`src/rtl/trig_echo_meter.sv`:
```
// -----------------------------------------------------------------------------
// trig_echo_meter
//
// Ranging front end for the ultrasonic distance sensor. A rising edge on
// tick_in (the frequency divider's clk_out) starts one measurement cycle:
// a TRIG_CYCLES-wide trigger pulse is issued, then the width of the returned
// echo pulse is counted in clk cycles and presented with a one-cycle strobe.
//
// Optional feature (compile-time macro ECHO_AVG_EN):
//   defined   - echo_count is the truncated mean of the last 4 valid widths;
//               count_valid stays low until 4 results have been collected
//               since reset, and the strobe arrives one cycle later than the
//               raw path. Timeouts never enter the averaging window.
//   undefined - echo_count is the raw width of the latest valid echo.
//
// Parameters:
//   TRIG_CYCLES    trigger pulse width in clk cycles
//   TIMEOUT_CYCLES limit for the wait-for-echo phase and for the echo-high phase
//   CNT_W          width of echo_count and internal timers (holds TIMEOUT_CYCLES)
//
// Ports:
//   clk          system clock, all logic on its rising edge
//   rst          synchronous reset, active-high
//   tick_in      divider output level; rising edge requests a measurement
//   echo         sensor echo, asynchronous to clk
//   trig         registered trigger pulse to the sensor
//   echo_count   last valid echo width (or 4-sample mean), held between results
//   count_valid  one-cycle strobe when echo_count updates
//   timeout      one-cycle strobe when a measurement is abandoned
//   missed_tick  one-cycle strobe when a tick edge arrives while busy
//   busy         high whenever the FSM is outside IDLE
// -----------------------------------------------------------------------------
module trig_echo_meter #(
  parameter int TRIG_CYCLES    = 250,
  parameter int TIMEOUT_CYCLES = 1000000,
  parameter int CNT_W          = 22
) (
  input  logic             clk,
  input  logic             rst,
  input  logic             tick_in,
  input  logic             echo,
  output logic             trig,
  output logic [CNT_W-1:0] echo_count,
  output logic             count_valid,
  output logic             timeout,
  output logic             missed_tick,
  output logic             busy
);

  typedef enum logic [2:0] {
    IDLE    = 3'd0,
    TRIG    = 3'd1,
    WAIT_HI = 3'd2,
    MEASURE = 3'd3,
    RECOVER = 3'd4
  } state_t;

  localparam logic [CNT_W-1:0] CNT_ONE   = CNT_W'(1);
  localparam logic [CNT_W-1:0] TRIG_LAST = CNT_W'(TRIG_CYCLES - 1);
  localparam logic [CNT_W-1:0] WAIT_LAST = CNT_W'(TIMEOUT_CYCLES - 1);
  localparam logic [CNT_W-1:0] MEAS_MAX  = CNT_W'(TIMEOUT_CYCLES);

  // ---------------------------------------------------------------------------
  // Input synchronizers and tick edge detect
  // ---------------------------------------------------------------------------
  logic       tick_m, tick_s, tick_d, tick_rise;
  logic       echo_m, echo_s;
  logic [1:0] flush_q;
  logic       armed_q;

  // The synchronizer flops come out of reset at 0, so a tick_in level that is
  // already high would otherwise look like a fresh rising edge. Edge detection
  // is armed only after the synchronizer has flushed and tick_s has been seen
  // low, so a level held through reset needs a real fall and rise.
  always_ff @(posedge clk) begin
    if (rst) begin
      tick_m    <= 1'b0;
      tick_s    <= 1'b0;
      tick_d    <= 1'b0;
      tick_rise <= 1'b0;
      echo_m    <= 1'b0;
      echo_s    <= 1'b0;
      flush_q   <= 2'b00;
      armed_q   <= 1'b0;
    end else begin
      tick_m    <= tick_in;
      tick_s    <= tick_m;
      tick_d    <= tick_s;
      tick_rise <= tick_s & ~tick_d & armed_q;
      echo_m    <= echo;
      echo_s    <= echo_m;
      flush_q   <= {flush_q[0], 1'b1};
      armed_q   <= armed_q | (flush_q[1] & ~tick_s);
    end
  end

  // ---------------------------------------------------------------------------
  // Measurement FSM (state register + next-state logic)
  // ---------------------------------------------------------------------------
  state_t           state_q, state_nxt;
  logic [CNT_W-1:0] tmr_q, tmr_nxt;
  logic             to_nxt;
  logic             res_nxt;

  always_ff @(posedge clk) begin
    if (rst) begin
      state_q <= IDLE;
    end else begin
      state_q <= state_nxt;
    end
  end

  // One timer serves all phases: trigger width in TRIG, wait time in WAIT_HI
  // and echo width in MEASURE. Entering MEASURE loads 1 because the WAIT_HI
  // cycle that saw echo_s high is the first high sample of the echo.
  always_comb begin
    state_nxt = state_q;
    tmr_nxt   = tmr_q;
    to_nxt    = 1'b0;
    res_nxt   = 1'b0;
    case (state_q)
      IDLE: begin
        if (tick_rise) begin
          state_nxt = TRIG;
          tmr_nxt   = '0;
        end
      end
      TRIG: begin
        if (tmr_q == TRIG_LAST) begin
          state_nxt = WAIT_HI;
          tmr_nxt   = '0;
        end else begin
          tmr_nxt = tmr_q + CNT_ONE;
        end
      end
      WAIT_HI: begin
        if (echo_s) begin
          state_nxt = MEASURE;
          tmr_nxt   = CNT_ONE;
        end else if (tmr_q == WAIT_LAST) begin
          state_nxt = IDLE;
          to_nxt    = 1'b1;
        end else begin
          tmr_nxt = tmr_q + CNT_ONE;
        end
      end
      MEASURE: begin
        if (!echo_s) begin
          state_nxt = IDLE;
          res_nxt   = 1'b1;
        end else if (tmr_q == MEAS_MAX) begin
          state_nxt = RECOVER;
          to_nxt    = 1'b1;
        end else begin
          tmr_nxt = tmr_q + CNT_ONE;
        end
      end
      RECOVER: begin
        // Hold off until the over-long echo ends so its tail is not measured.
        if (!echo_s) begin
          state_nxt = IDLE;
        end
      end
      default: begin
        state_nxt = IDLE;
      end
    endcase
  end

  // Timer contents are only meaningful after the load on TRIG entry.
  always_ff @(posedge clk) begin
    tmr_q <= tmr_nxt;
  end

  // ---------------------------------------------------------------------------
  // Stage p0: registered control outputs and raw result
  // ---------------------------------------------------------------------------
  logic             trig_q, busy_q, timeout_q, missed_q;
  logic [CNT_W-1:0] res_cnt_p0;
  logic             vld_p0;

  always_ff @(posedge clk) begin
    if (rst) begin
      trig_q     <= 1'b0;
      busy_q     <= 1'b0;
      timeout_q  <= 1'b0;
      missed_q   <= 1'b0;
      vld_p0     <= 1'b0;
      res_cnt_p0 <= '0;
    end else begin
      trig_q    <= (state_nxt == TRIG);
      busy_q    <= (state_nxt != IDLE);
      timeout_q <= to_nxt;
      // A tick edge in the cycle the FSM is leaving for IDLE is still dropped.
      missed_q  <= tick_rise && (state_q != IDLE);
      vld_p0    <= res_nxt;
      if (res_nxt) begin
        res_cnt_p0 <= tmr_q;
      end
    end
  end

  assign trig        = trig_q;
  assign busy        = busy_q;
  assign timeout     = timeout_q;
  assign missed_tick = missed_q;

`ifdef ECHO_AVG_EN
  // ---------------------------------------------------------------------------
  // Stage p1: 4-sample moving average of valid widths
  // ---------------------------------------------------------------------------
  function automatic logic [CNT_W-1:0] avg4(input logic [CNT_W+1:0] sum);
    return sum[CNT_W+1:2];
  endfunction

  logic [CNT_W-1:0] win_p1 [4];
  logic [CNT_W+1:0] sum_p1;
  logic [CNT_W+1:0] sum_nxt;
  logic [1:0]       fill_p1;
  logic [CNT_W-1:0] avg_cnt_p1;
  logic             vld_p1;

  // Running sum: add the newest width, drop the oldest. The window starts at
  // zero so the sum is always exactly the total of the four entries.
  assign sum_nxt = sum_p1 + {2'b00, res_cnt_p0} - {2'b00, win_p1[3]};

  always_ff @(posedge clk) begin
    if (rst) begin
      for (int i = 0; i < 4; i++) begin
        win_p1[i] <= '0;
      end
      sum_p1     <= '0;
      fill_p1    <= 2'd0;
      avg_cnt_p1 <= '0;
      vld_p1     <= 1'b0;
    end else begin
      vld_p1 <= 1'b0;
      if (vld_p0) begin
        win_p1[0] <= res_cnt_p0;
        win_p1[1] <= win_p1[0];
        win_p1[2] <= win_p1[1];
        win_p1[3] <= win_p1[2];
        sum_p1    <= sum_nxt;
        // fill_p1 saturates at 3: three earlier results plus this one is a full window.
        if (fill_p1 == 2'd3) begin
          avg_cnt_p1 <= avg4(sum_nxt);
          vld_p1     <= 1'b1;
        end else begin
          fill_p1 <= fill_p1 + 2'd1;
        end
      end
    end
  end

  assign echo_count  = avg_cnt_p1;
  assign count_valid = vld_p1;
`else
  assign echo_count  = res_cnt_p0;
  assign count_valid = vld_p0;
`endif

endmodule

```
`config.mk`:
```
export PLATFORM = sky130hd
export DESIGN_NAME = trig_echo_meter
export DESIGN_NICKNAME = d
export VERILOG_FILES = /design/src/rtl/trig_echo_meter.sv
export SDC_FILE = /design/constraint.sdc
export NUM_CORES = 1
export LEC_CHECK = 0
export ABC_AREA = 0
export BUFFER_PORTS_ARGS = -buffer_cell sky130_fd_sc_hd__buf_2
export CORE_AREA = 2 2 82 84
export CTS_CLUSTER_SIZE = 25
export DETAILED_ROUTE_END_ITERATION = 6
export DIE_AREA = 0 0 84 86
export PLACE_DENSITY = 0.64
export REMOVE_ABC_BUFFERS = 1
export SLEW_MARGIN = 20
export SYNTH_ARGS = -nofsm -noshare
export SYNTH_HDL_FRONTEND = slang
export SYNTH_SLANG_ARGS = --single-unit
```
`constraint.sdc`:
```
create_clock -name clk -period 7.52 [get_ports clk]
set_clock_uncertainty 0.15 [all_clocks]
set_input_delay 1.128 -clock clk [delete_from_list [all_inputs] [get_ports clk]]
set_output_delay 1.128 -clock clk [all_outputs]
set_load 0.02 [all_outputs]
```
==> flow_summary.json <==
{
  "portBuffers": 30,
  "fp.dieH_um": 86,
  "drtPass1Iterations": 5,
  "n_antenna_cell": 0,
  "min_to": "tick_rise$_SDFF_PP0_",
  "synthAdderAreaFrac_pct": 1.401,
  "dp_hpwl_um": 3505,
  "synth_ff_type": "dfxtp_1",
  "synth_area_leader_cell": "dfxtp_1",
  "clock-sinks": 61,
  "synth_top_area_share_pct": 29.13,
  "io_pins": 31,
  "rows": 29,
  "period_minus_slack_ns": 2.915,
  "first_iter_violations": 73,
  "r2r-start": "tmr_q[1]$_DFFE_PP_",
  "muxShareOfSynthArea_pct": 0,
  "grt_pass1_vias": 1812,
  "end_kind": "flop",
  "route.vias.total": 2021,
  "slew_violations": 0,
  "die_x_um": 84,
  "root_buffer": "clkbuf_8",
  "holdCritStartpoint": "tick_d$_SDFF_PP0_",
  "antenna_found_initial": 0,
  "finalPower_w": 0.0006848,
  "r2r_setup_slack_ns": 4.60,
  "critical_path.max_fanout": 21,
  "drt-total-wl_um": 5324,
  "synth-seq-cells": 61,
  "worst_r2r_endpoint": "tmr_q[15]$_DFFE_PP_",
  "coreArea_um2": 6277,
  "synth_compound_area_share_pct": 10.08,
  "ys_seq_area_share_pct": 53.78,
  "drv_cap": 0,
  "finalCritPeriodShare_pct": 38.76,
  "wl_per_cell_um": 13.38,
  "post-cts-setup-buffers": 0,
  "ir_worst_vdd_mv": 0.1351,
  "reg2regPathDepth": 8,
  "cts_tree": "built",
  "syn_area_per_cell_um2": 9.274,
  "grt_pass1_wl_um": 8818,
  "finalNetCount": 323,
  "synthTopCellsByArea": "dfxtp_1, edfxtp_1, nand2_1",
  "cts.clk_slew.worst_paths_ns": 0.07,
  "layout-drive-gt1-share_pct": 16.82,
  "grt_start_max_net_pins": 35,
  "cts_hold_buf": 0,
  "max_freq_mhz": 343.0,
  "crit_path_start_kind": "flop",
  "cp_data_arrival_time_ns": 2.85,
  "synth_async_sr_flop_share_pct": 0,
  "tightest_slew_ns": 0.9005,
  "cts_buffers": 9,
  "synth_edf_count": 22,
  "drc": 0,
  "startpoint": "tmr_q[1]$_DFFE_PP_",
  "hold_viol_final": 0,
  "rsz0062_at_grt": "false",
  "hold_depth": 1,
  "leakagePower_nw": 1.137,
  "status": "finished, final reports clean",
  "fillCellCount": 610,
  "synth_simple_gate_area_share_pct": 24.70,
  "synth.distinct_cells": 41,
  "clk_path_buf_depth": 2,
  "ant_nets": 0,
  "grt.total_usage_pct": 15.70,
  "synthTopCellsByCount": "nand2_1, dfxtp_1, nor2_1",
  "cp.required_ns": 7.45,
  "path_class": "reg2reg",
  "post-route-util_pct": 48.87,
  "start_util_pct": 42.69,
  "setup_tns_ns": 0,
  "slew_headroom_pct": 39.42,
  "areaGrowthSynthToFinish_pct": 14.47,
  "hold_path.class": "reg2reg",
  "cts_resized": 0,
  "yosysWarnings": 0,
  "power_per_cell_area_nw_per_um2": 223.2,
  "syn_inst": 289,
  "overflow": 0,
  "clk_latency_ns": 0.34,
  "synthXorXnorAreaFrac_pct": 6.536,
  "synth_most_common_cell": "nand2_1",
  "synth_top_family_by_area": "simple AND/OR/NAND/NOR gates",
  "htreeDepth": 3,
  "setup_viol": 0,
  "dieArea_um2": 7224,
  "globalplace.congestion": 0.7882,
  "vias_per_cell": 5.078,
  "synthesis.area_um2": 2680
}
[state kept, by name (all words and copies together) (netlist names), 2 cells and up]
register / flops
echo_count: 22
flush_q: 2
state_q: 3
tmr_q: 22
[worst max-delay path: stages, from the launching register on]
cell      delay (ns)
edfxtp_1        0.47
inv_1           0.11
ha_1            0.15
or4b_1          0.44
nor4_1          0.62
a21oi_1         0.19
o21bai_1        0.16
buf_4           0.26
nor2_1          0.09
[layer usage]
metal | GRT usage [%] | vias to the layer above | routed length (um)
met5 | 0 | - | 0
met4 | 6.598 | 0 | 72
met3 | 5.390 | 5 | 249
met2 | 22.62 | 42 | 2274
met1 | 21.57 | 922 | 2727
li1 | - | 1052 | -
[report_power, final]
part	internal, W	switching, W	total [W]
Sequential	0.000359	0.0000181	0.000377
Clock	0.000136	0.000123	0.000260
Combinational	0.0000181	0.0000298	0.0000479
[layout make-up]
type	instances	area [um2]	share of cell area, %
clock buffers	12	155.1	5.057
clock inverters	4	21.27	0.6933
inverters	7	26.28	0.8564
multi-input cells	204	1155	37.64
flip-flops and latches	61	1441	46.98
well taps	77	96.34	3.140
repair buffers	33	172.7	5.628
[cells in the final DEF (no fill, tap or decap), types with 2 or more instances in the layout]
master,synthesis,routed
buf_2,3,30
o21ai_0,2,2
dfxtp_1,39,39
and3_1,3,3
nand4_1,10,10
nor4b_1,2,2
xor2_1,13,13
clkbuf_8,0,11
inv_1,7,7
nor2_1,32,32
nand3_1,7,7
or3_1,2,2
nor2b_1,8,8
o311a_1,2,2
ha_1,3,3
o22ai_1,2,2
edfxtp_1,22,22
nor4_1,4,4
nor3_1,4,3
nand2_1,56,56
a21oi_1,27,27
buf_4,0,3
clkinv_2,0,3
xnor2_1,7,7
[how the worst max path moves through the flow]
| stage | end | depth (start not counted) |
|---|---|---|
| after CTS | tmr_q[17]$_DFFE_PP_ | 8 |
| after global placement | tmr_q[2]$_DFFE_PP_ | 8 |
| after global routing | tmr_q[17]$_DFFE_PP_ | 8 |
| after detailed placement | tmr_q[13]$_DFFE_PP_ | 8 |
| final | tmr_q[15]$_DFFE_PP_ | 8 |
| after floorplan | tmr_q[0]$_DFFE_PP_ | 6 |
[kinds of logic (layout without fill, tap and decap cells)]
| logic type | after synthesis | after routing |
|---|---|---|
| AND/OR/NAND/NOR | 137 | 137 |
| AO/OA/AOI/OAI | 44 | 44 |
| adder cells (fa/ha/maj) | 3 | 3 |
| buffers and inverters | 24 | 56 |
| XOR/XNOR | 20 | 20 |
| flip-flops | 61 | 61 |
[stage by stage]
step	instances	area, um2	hold WS, ns	worst slack, ns
after CTS	398	3068	0.2519	4.615
final	398	3068	0.2465	4.605
after global routing	398	3068	0.2711	4.396
after floorplan	272	2613	0.2244	3.879
after global placement	382	2892	0.2464	4.711
after detailed placement	382	2892	0.2387	4.628
Note: power is estimated with default switching activity, not from simulation.
